--- src/rtl/sprite_pkg.sv ---
// Shared constants for the sprite scanline fetcher: transparent key colour,
// default sprite geometry and the FSM state encodings.
package sprite_pkg;
  localparam logic [23:0] TRANSPARENT  = 24'hFF00FF;
  localparam int          DEF_SPRITE_W = 16;
  localparam int          DEF_SPRITE_H = 16;

  localparam logic [2:0] S_IDLE  = 3'd0;
  localparam logic [2:0] S_CHECK = 3'd1;
  localparam logic [2:0] S_FETCH = 3'd2;
  localparam logic [2:0] S_DRAIN = 3'd3;
  localparam logic [2:0] S_DONE  = 3'd4;
endpackage

--- src/rtl/sprite_hit.sv ---
// Combinational row/visibility test for one sprite descriptor against a scanline.
module sprite_hit import sprite_pkg::*; #(
  parameter int YW       = 10,
  parameter int SPRITE_H = DEF_SPRITE_H
) (
  input  logic [YW-1:0] i_line_y,
  input  logic [YW-1:0] i_spr_y,
  input  logic          i_en,
  output logic          o_hit,
  output logic [YW-1:0] o_row
);
  assign o_row = i_line_y - i_spr_y;
  assign o_hit = i_en && (i_line_y >= i_spr_y) && (o_row < YW'(SPRITE_H));
endmodule

--- src/rtl/sprite_line_fetch.sv ---
// Walks the sprite list during hblank, reads the active row of each visible
// sprite from image memory and writes opaque pixels into the line buffer.
module sprite_line_fetch import sprite_pkg::*; #(
  parameter int WORD_SIZE = 24,
  parameter int ADDR_W    = 12,
  parameter int SPRITE_W  = DEF_SPRITE_W,
  parameter int SPRITE_H  = DEF_SPRITE_H,
  parameter int N_SPRITES = 4,
  parameter int XW        = 10,
  parameter int YW        = 10,
  parameter int LINE_W    = 640
) (
  input  logic                       i_clk,
  input  logic                       i_reset_n,
  input  logic                       i_line_start,
  input  logic [YW-1:0]              i_line_y,
  input  logic [N_SPRITES-1:0]       i_spr_en,
  input  logic [N_SPRITES*XW-1:0]    i_spr_x,
  input  logic [N_SPRITES*YW-1:0]    i_spr_y,
  input  logic [N_SPRITES*ADDR_W-1:0] i_spr_base,
  output logic [ADDR_W-1:0]          o_mem_addr,
  input  logic [WORD_SIZE-1:0]       i_mem_dout,
  output logic                       o_lb_we,
  output logic [XW-1:0]              o_lb_addr,
  output logic [WORD_SIZE-1:0]       o_lb_data,
  output logic                       o_busy,
  output logic                       o_done,
  output logic                       o_overrun
);
  localparam int IW = (N_SPRITES > 1) ? $clog2(N_SPRITES) : 1;
  localparam int CW = (SPRITE_W > 1) ? $clog2(SPRITE_W) : 1;
  localparam logic [IW-1:0] LAST_IDX = IW'(N_SPRITES - 1);
  localparam logic [CW-1:0] LAST_COL = CW'(SPRITE_W - 1);
  localparam logic [XW:0]   LINE_LIM = (XW+1)'(LINE_W);

  logic [2:0]        r_state;
  logic [YW-1:0]     r_line_y;
  logic [IW-1:0]     r_idx;
  logic [CW-1:0]     r_col;
  logic [ADDR_W-1:0] r_mem_addr;
  logic              r_valid;
  logic [XW:0]       r_x;

  logic [YW-1:0]     w_spr_y;
  logic [XW-1:0]     w_spr_x;
  logic [ADDR_W-1:0] w_spr_base;
  logic              w_hit;
  logic [YW-1:0]     w_row;
  logic [ADDR_W-1:0] w_row_off;
  logic [XW:0]       w_x_sum;

  // Descriptors are read live through the current index.
  assign w_spr_y    = i_spr_y[r_idx*YW +: YW];
  assign w_spr_x    = i_spr_x[r_idx*XW +: XW];
  assign w_spr_base = i_spr_base[r_idx*ADDR_W +: ADDR_W];
  assign w_row_off  = ADDR_W'(w_row) * ADDR_W'(SPRITE_W);
  assign w_x_sum    = {1'b0, w_spr_x} + (XW+1)'(r_col);

  sprite_hit #(.YW(YW), .SPRITE_H(SPRITE_H)) u_hit (
    .i_line_y (r_line_y),
    .i_spr_y  (w_spr_y),
    .i_en     (i_spr_en[r_idx]),
    .o_hit    (w_hit),
    .o_row    (w_row)
  );

  always_ff @(posedge i_clk or negedge i_reset_n) begin
    if (!i_reset_n) begin
      r_state    <= S_IDLE;
      r_line_y   <= '0;
      r_idx      <= '0;
      r_col      <= '0;
      r_mem_addr <= '0;
      r_valid    <= 1'b0;
      r_x        <= '0;
    end else begin
      r_valid <= (r_state == S_FETCH);
      if (r_state == S_FETCH) r_x <= w_x_sum;
      case (r_state)
        S_IDLE: if (i_line_start) begin
          r_line_y <= i_line_y;
          r_idx    <= '0;
          r_state  <= S_CHECK;
        end
        S_CHECK: if (w_hit) begin
          r_mem_addr <= w_spr_base + w_row_off;
          r_col      <= '0;
          r_state    <= S_FETCH;
        end else if (r_idx == LAST_IDX) begin
          r_state <= S_DONE;
        end else begin
          r_idx <= r_idx + 1'b1;
        end
        S_FETCH: begin
          r_col <= r_col + 1'b1;
          // Address stays on the last word so it holds outside FETCH.
          if (r_col == LAST_COL) r_state <= S_DRAIN;
          else                   r_mem_addr <= r_mem_addr + 1'b1;
        end
        S_DRAIN: if (r_idx == LAST_IDX) begin
          r_state <= S_DONE;
        end else begin
          r_idx   <= r_idx + 1'b1;
          r_state <= S_CHECK;
        end
        S_DONE:  r_state <= S_IDLE;
        default: r_state <= S_IDLE;
      endcase
    end
  end

  assign o_mem_addr = r_mem_addr;
  assign o_lb_we    = r_valid && (i_mem_dout != WORD_SIZE'(TRANSPARENT)) && (r_x < LINE_LIM);
  assign o_lb_addr  = r_x[XW-1:0];
  assign o_lb_data  = i_mem_dout;
  assign o_busy     = (r_state != S_IDLE);
  assign o_done     = (r_state == S_DONE);
  assign o_overrun  = i_line_start && o_busy;
endmodule

--- config.mk ---
export PLATFORM = sky130hd
export DESIGN_NAME = sprite_line_fetch
export DESIGN_NICKNAME = d
export VERILOG_FILES = /design/src/rtl/sprite_pkg.sv /design/src/rtl/sprite_hit.sv /design/src/rtl/sprite_line_fetch.sv
export SDC_FILE = /design/constraint.sdc
export NUM_CORES = 1
export LEC_CHECK = 0
export CAP_MARGIN = 20
export CORE_MARGIN = 2
export CORE_UTILIZATION = 37
export CTS_CLUSTER_DIAMETER = 200
export DETAILED_ROUTE_END_ITERATION = 7
export GPL_ROUTABILITY_DRIVEN = 0
export PLACE_DENSITY = 0.78
export SLEW_MARGIN = 0
export SYNTH_ARGS = -nofsm -noshare
export SYNTH_HDL_FRONTEND = slang
export SYNTH_SLANG_ARGS = --single-unit
--- constraint.sdc ---
create_clock -name i_clk -period 4.7 [get_ports i_clk]
set_clock_uncertainty 0.2 [all_clocks]
set_input_delay 0.94 -clock i_clk [delete_from_list [all_inputs] [get_ports i_clk]]
set_output_delay 0.94 -clock i_clk [all_outputs]
set_load 0.1 [all_outputs]
# Yosys cells after proc, flatten, opt, wreduce, memory -nomap -nowiden
# Cells that the tools add are included.
dict set report op_classes {
  mul 2
  n_lt_le_gt_ge 4
  reduce_logical 14
  n_shift 3
  muxes 17
  eq_ne 13
  add_sub_neg 6
}
# cell n
set op_table {}
lappend op_table {{variable part select 40 x 7 -> 10 bit} 2}
lappend op_table {{variable part select 48 x 7 -> 12 bit} 1}
lappend op_table {{two-way mux 12 bit} 2}
lappend op_table {{inequality test 24 bit (second input constant)} 1}
lappend op_table {{one-hot mux 12 bit (2 select lines)} 1}
lappend op_table {{two-way mux 3 bit} 5}
lappend op_table {{adder 12 x 1 -> 12 bit (second input constant)} 1}
lappend op_table {{adder 12 bit} 1}
lappend op_table {{one-hot mux 3 bit (4 select lines)} 1}
lappend op_table {{adder 10 x 4 -> 11 bit} 1}
lappend op_table {{< comparator 11 x 10 -> 1 bit (second input constant)} 1}
lappend op_table {{>= comparator 10 bit} 1}
lappend op_table {{< comparator 10 x 5 -> 1 bit (second input constant)} 1}
lappend op_table {{subtractor 10 bit} 1}
lappend op_table {{AND reduction 3 bit} 3}
lappend op_table {{one-hot mux 4 bit (2 select lines)} 1}
lappend op_table {{== test 3 x 2 -> 1 bit (second input constant)} 2}
lappend op_table {{two-way mux 2 bit} 3}
lappend op_table {{inequality test 2 bit (second input constant)} 3}
lappend op_table {{one-hot mux 2 bit (3 select lines)} 1}
lappend op_table {{nonzero test 3 bit} 2}
lappend op_table {{logical AND 1 bit} 5}
lappend op_table {{multiplier 2 x 3 -> 5 bit (second input constant)} 1}
lappend op_table {{adder 4 x 1 -> 4 bit (second input constant)} 1}
lappend op_table {{other kinds (15)} 17}
dict set report totals {
  register_bits 43
  out_inout_bits 50
  in_bits 169
}

# Depth between registers and ports, before layout
dict set report depth {
  ltp_word 7
  depth_mapped 18
  ltp_nobuf 15
}

# Hierarchy
# A second synthesis with hierarchy kept.
dict set report unflattened {
  hier_cells 423
  hier_area_um2 4162.7
}
# module area_each_um2 seq_area_each_um2 n_inst cells_each
set by_module_without_submodules {}
lappend by_module_without_submodules {sprite_line_fetch 3637.2 1076.0 1 350}
lappend by_module_without_submodules {sprite_hit 525.5 0.0 1 73}

# Least setup slack after synthesis
# No wires, ideal clock.
dict set report synth_path {
  kind {register to register}
  from {register r_idx[0]}
  to {register r_idx[1]}
  required_ps 4375
  stages_incl_launch_ff 15
  t_arrival_ps 4453
  n_path_buf 3
  setup_slack_ps -78
  synth_period_minus_slack_ps 4778
  path_cell_list {dfrtp_1 > buf_4 > buf_1 > buf_1 > mux4_2 > inv_1 > ha_1 > nor2b_1 > o2111ai_2 > nand2_2 > xor2_1 > or4b_4 > nor3_1 > or3_1 > mux2_2}
}
dict set report synth_between {
  elab_chain_len 7
}
# element line_no
set synth_lines {}
lappend synth_lines {{start: declaration} sprite_line_fetch.sv:38} ;# logic [IW-1:0] r_idx;
lappend synth_lines {{start signal: assignment} sprite_line_fetch.sv:92} ;# r_idx <= r_idx + 1'b1;
lappend synth_lines {{start signal: assignment} sprite_line_fetch.sv:103} ;# r_idx <= r_idx + 1'b1;
lappend synth_lines {{multiplier 2 x 3 -> 5 bit} sprite_line_fetch.sv:53} ;# assign w_spr_y = i_spr_y[r_idx*YW +: YW];
lappend synth_lines {{variable part select 40 x 7 -> 10 bit} sprite_line_fetch.sv:53}
lappend synth_lines {{subtractor 10 bit or >= comparator 10 bit (tied branches)} {sprite_hit.sv:12, sprite_hit.sv:13}}
lappend synth_lines {{< comparator 10 x 5 -> 1 bit or logical AND 1 bit (tied branches)} sprite_hit.sv:13} ;# assign o_hit = i_en && (i_line_y >= i_spr_y) && (o_row < YW'(SPRITE_H));
lappend synth_lines {{logical AND 1 bit} sprite_hit.sv:13}
lappend synth_lines {{inequality test 2 bit (no source line)} --}
lappend synth_lines {{AND reduction 3 bit (no source line)} --}
# Parallel ways exist; a longest one is shown, timed or not. The select of a mux whose other input is x is not followed.
# A chain may end at the register's enable or synchronous reset.

# Worst setup path in the final report
dict set report layout_path {
  from {input port i_spr_y[31]}
  to {register r_mem_addr[9], in the netlist o_mem_addr[9]}
}
dict set report layout_between {
  elab_chain_len 6
}
# element line_no
set layout_lines {}
lappend layout_lines {{start: declaration} sprite_line_fetch.sv:19} ;# input logic [N_SPRITES*YW-1:0] i_spr_y,
lappend layout_lines {{variable part select 40 x 7 -> 10 bit (*)} sprite_line_fetch.sv:53}
lappend layout_lines {{subtractor 10 bit or >= comparator 10 bit (tied branches)} {sprite_hit.sv:12, sprite_hit.sv:13}}
lappend layout_lines {{< comparator 10 x 5 -> 1 bit or logical AND 1 bit (tied branches)} sprite_hit.sv:13}
lappend layout_lines {{logical AND 1 bit} sprite_hit.sv:13}
lappend layout_lines {{inequality test 2 x 1 -> 1 bit (no source line)} --}
lappend layout_lines {{AND reduction 3 bit (no source line)} --}
lappend layout_lines {{end signal: assignment} sprite_line_fetch.sv:86} ;# r_mem_addr <= w_spr_base + w_row_off;
lappend layout_lines {{end signal: assignment} sprite_line_fetch.sv:98} ;# else r_mem_addr <= r_mem_addr + 1'b1;
lappend layout_lines {{end: declaration} sprite_line_fetch.sv:40} ;# logic [ADDR_W-1:0] r_mem_addr;
# Mark *: on every way between the ends. The rest lies on a longest branch, timed or not. The select of a mux whose other input is x is not followed.

==> results.txt <==
Status -> complete, no violations
Number of antenna diodes -> 0
Relative slew slack -> 32.2%
Worst Path Arrival -> 4.31 ns
Setup TNS -> 0 ns
Synth Instances -> 429
Fmax -> 229 MHz
Max-cap violations -> 0
Final Hold Viols -> 0
Starting density of the core -> 38.2%
WL/cell -> 16.2 µm
Post-detail-place hpwl -> 10.2 mm
Reg2Reg Depth -> 11
Routed WL -> 12.2 mm
Overflow after GRT -> 0
Final Non-Filler Cells -> 753
Core area -> 10900 µm²
Mapped Avg Cell Area -> 9.74 µm²
Final setup fails -> 0
Post-synth EDFFs -> 0
Slew @ Worst Pin -> 1.01 ns
GRT Resource Usage Total -> 20.4%
Fin nets -> 808
Slew Viols, Final -> 0
First-pass GRT wire length -> 19.4 mm
Startpoint Class -> input pin
R2r setup slk -> 0.59 ns
Cts bufs inserted -> 5
CP endpoint kind -> register
Minimum clock period after layout -> 4.36 ns
# H-tree levels -> 2
Vias per cell -> 5.32
Clock transition at path regs -> 0.06 ns
Final antenna-violating net count -> 0
DR vias -> 4008
Vias in the first global route -> 4225
CTS Root Cell -> clkbuf_16
Critical R2R Launch -> r_idx[0]
Initial antenna violation count -> 0
Peak VDD IR -> 0.556 mV
Largest net degree at the start of global routing -> 44
Ys Warns -> 0
DRT iter0 DRCs -> 133
Port Buffers -> 218
Seq/Total Area, Yosys -> 25.8%
Clock sinks -> 43
Syn Nets -> 625
Longest Clk Path Bufs -> 2
Power Density -> 729 nW/µm²
Area grow syn2layout -> 52.5%
CP required -> 4.65 ns
# rows -> 38
DIE AREA -> 12200 µm²
Synth Register Bits -> 43
Crit path kind -> input pin to register
CTS tree -> done
Worst skew pair latency -> 0.29 ns
Post-cts sizing count -> 0
Hold buffer count at CTS -> 0
Synth cell types -> 61
Final period util -> 92.8%
Mapped cell area -> 4180 µm²
Chip Height -> 110 µm
Placed cell count -> 744
# IOs -> 219
Critical path fanouts, max -> 9
Leakage -> 2.63 nW
RSZ-0062 raised after global routing -> no
Post-CTS Setup Bufs -> 0
Number of remaining DRC errors -> 0
WHS -> 0.258 ns
Hold WC Path Type -> input pin to asynchronous set/reset pin
Ratio of cells with drive above 1 in the final layout -> 16.6%
Synth Flop Type -> dfrtp_1
Ys async rst share -> 100%
Initial DRT Pass Iterations -> 5
Die W -> 110 µm
Reg-to-Reg End -> o_mem_addr[9]
## sequential cells by signal, summed over array words and instances, names as in the netlist
| register | count |
|---|---|
| o_mem_addr | 12 |
| r_state | 3 |
| r_line_y | 10 |
| r_idx | 2 |
| r_col | 4 |
| r_x | 11 |
| r_valid | 1 |
## stage by stage
| step | total power, mW | worst slack (ns) | area, µm² | util [%] |
|---|---|---|---|---|
| 2_1_floorplan | 3.45 | 0.114 | 4180 | - |
| 3_3_place_gp | 4.14 | 0.158 | 6180 | 56.5 |
| 4_1_cts | 4.66 | 0.337 | 6350 | 58.1 |
| 5_1_grt | 5.05 | 0.122 | 6370 | 58.2 |
| 3_5_place_dp | 4.22 | 0.0634 | 6180 | 56.5 |
| 6_report | 4.64 | 0.337 | 6370 | 58.2 |
## cells in the mapped netlist, types with 3 or more instances
cell      count  share of area, %
dfrtp_1      43                26
buf_6         3              0.81
a31oi_1       3              0.45
xnor2_1       8               1.7
o21a_1        7               1.3
xor2_1       10               2.1
nand4_1       4              0.60
nand3_1      14               1.7
buf_1         5              0.45
nand2_1      38               3.4
buf_4        35               6.3
mux4_2       33                18
a21o_1        5              0.90
ha_1         24               7.2
a21oi_1      21               2.5
nand2b_1      3              0.45
clkbuf_1      7              0.63
mux2_2       11               3.0
mux2i_1       5               1.2
nor2_1       22               2.0
o21ai_0      26               3.1
inv_1        26               2.3
nor3_1       13               1.6
o31ai_1       5              0.90
fa_1          3               1.4
nor2b_1       7               1.0
## worst max-delay path by stage
stage / startpoint / end / slack [ns] / depth (start not counted)
floorplan: r_idx[0] / r_idx[1] / 0.11 / 14
global placement: i_spr_y[31] / o_mem_addr[9] / 0.16 / 12
global route: i_spr_y[1] / o_mem_addr[9] / 0.12 / 12
CTS: i_spr_y[31] / o_mem_addr[9] / 0.34 / 12
detailed placement: i_spr_y[31] / o_mem_addr[9] / 0.06 / 12
finish: i_spr_y[31] / o_mem_addr[9] / 0.34 / 12
## layout make-up
class                      count  area (µm²)
multi-input combinational    309        2660
timing repair buffer         227        2190
inverter                      26        97.6
clock inverter                 3        46.3
tap                          140         175
sequential                    43        1080
clock buffer                   5         125
fill                         898        4570
## power by group
group	leakage (nW)	internal, mW	total, mW	switching (mW)
Sequential	0.472	0.499	0.672	0.173
Combinational	2.08	1.55	3.57	2.01
Clock	0.0804	0.253	0.407	0.154
## placed cells by master (no fill, tap or decap), types with 7 or more instances in the layout
master             n
nand2_1           38
o21ai_0           26
nor2_1            22
xor2_1            10
nor3_1            13
nand3_1           14
xnor2_1            8
clkdlybuf4s50_1  191
mux2_2            11
ha_1              24
o21a_1             7
nor2b_1            7
dfrtp_1           42
mux4_2            33
buf_4             34
inv_1             26
a21oi_1           21
## layer usage
| layer | track usage (%) | routed length [µm] | share of wire (%) |
|---|---|---|---|
| met4 | 5.09 | 180 | 1.5 |
| met1 | 21.5 | 4330 | 35 |
| met3 | 3.53 | 924 | 7.6 |
| met5 | 0 | 0 | 0 |
| met2 | 41.3 | 6760 | 55 |
## critical path, stage by stage
cell,delay (ns)
clkdlybuf4s50_1,0.40
mux4_2,0.46
inv_1,0.11
ha_1,0.26
nor2b_1,0.16
o2111ai_2,0.26
nand2_2,0.10
xor2_1,0.16
or4b_4,0.57
nor4_4,0.37
or2_1,0.37
a22oi_1,0.15
## kinds of logic (layout without fill, tap and decap cells)
| group | Yosys count | after routing | synth area share [%] |
|---|---|---|---|
| flip-flops | 43 | 43 | 25.8 |
| XOR/XNOR | 18 | 18 | 3.77 |
| AND/OR/NAND/NOR | 127 | 127 | 15.8 |
| multiplexers | 49 | 49 | 22.0 |
| AO/OA/AOI/OAI | 88 | 88 | 13.5 |
| buffers and inverters | 77 | 261 | 10.6 |
| adder cells (fa/ha/maj) | 27 | 27 | 8.63 |
(Power assumes the default switching activity.)
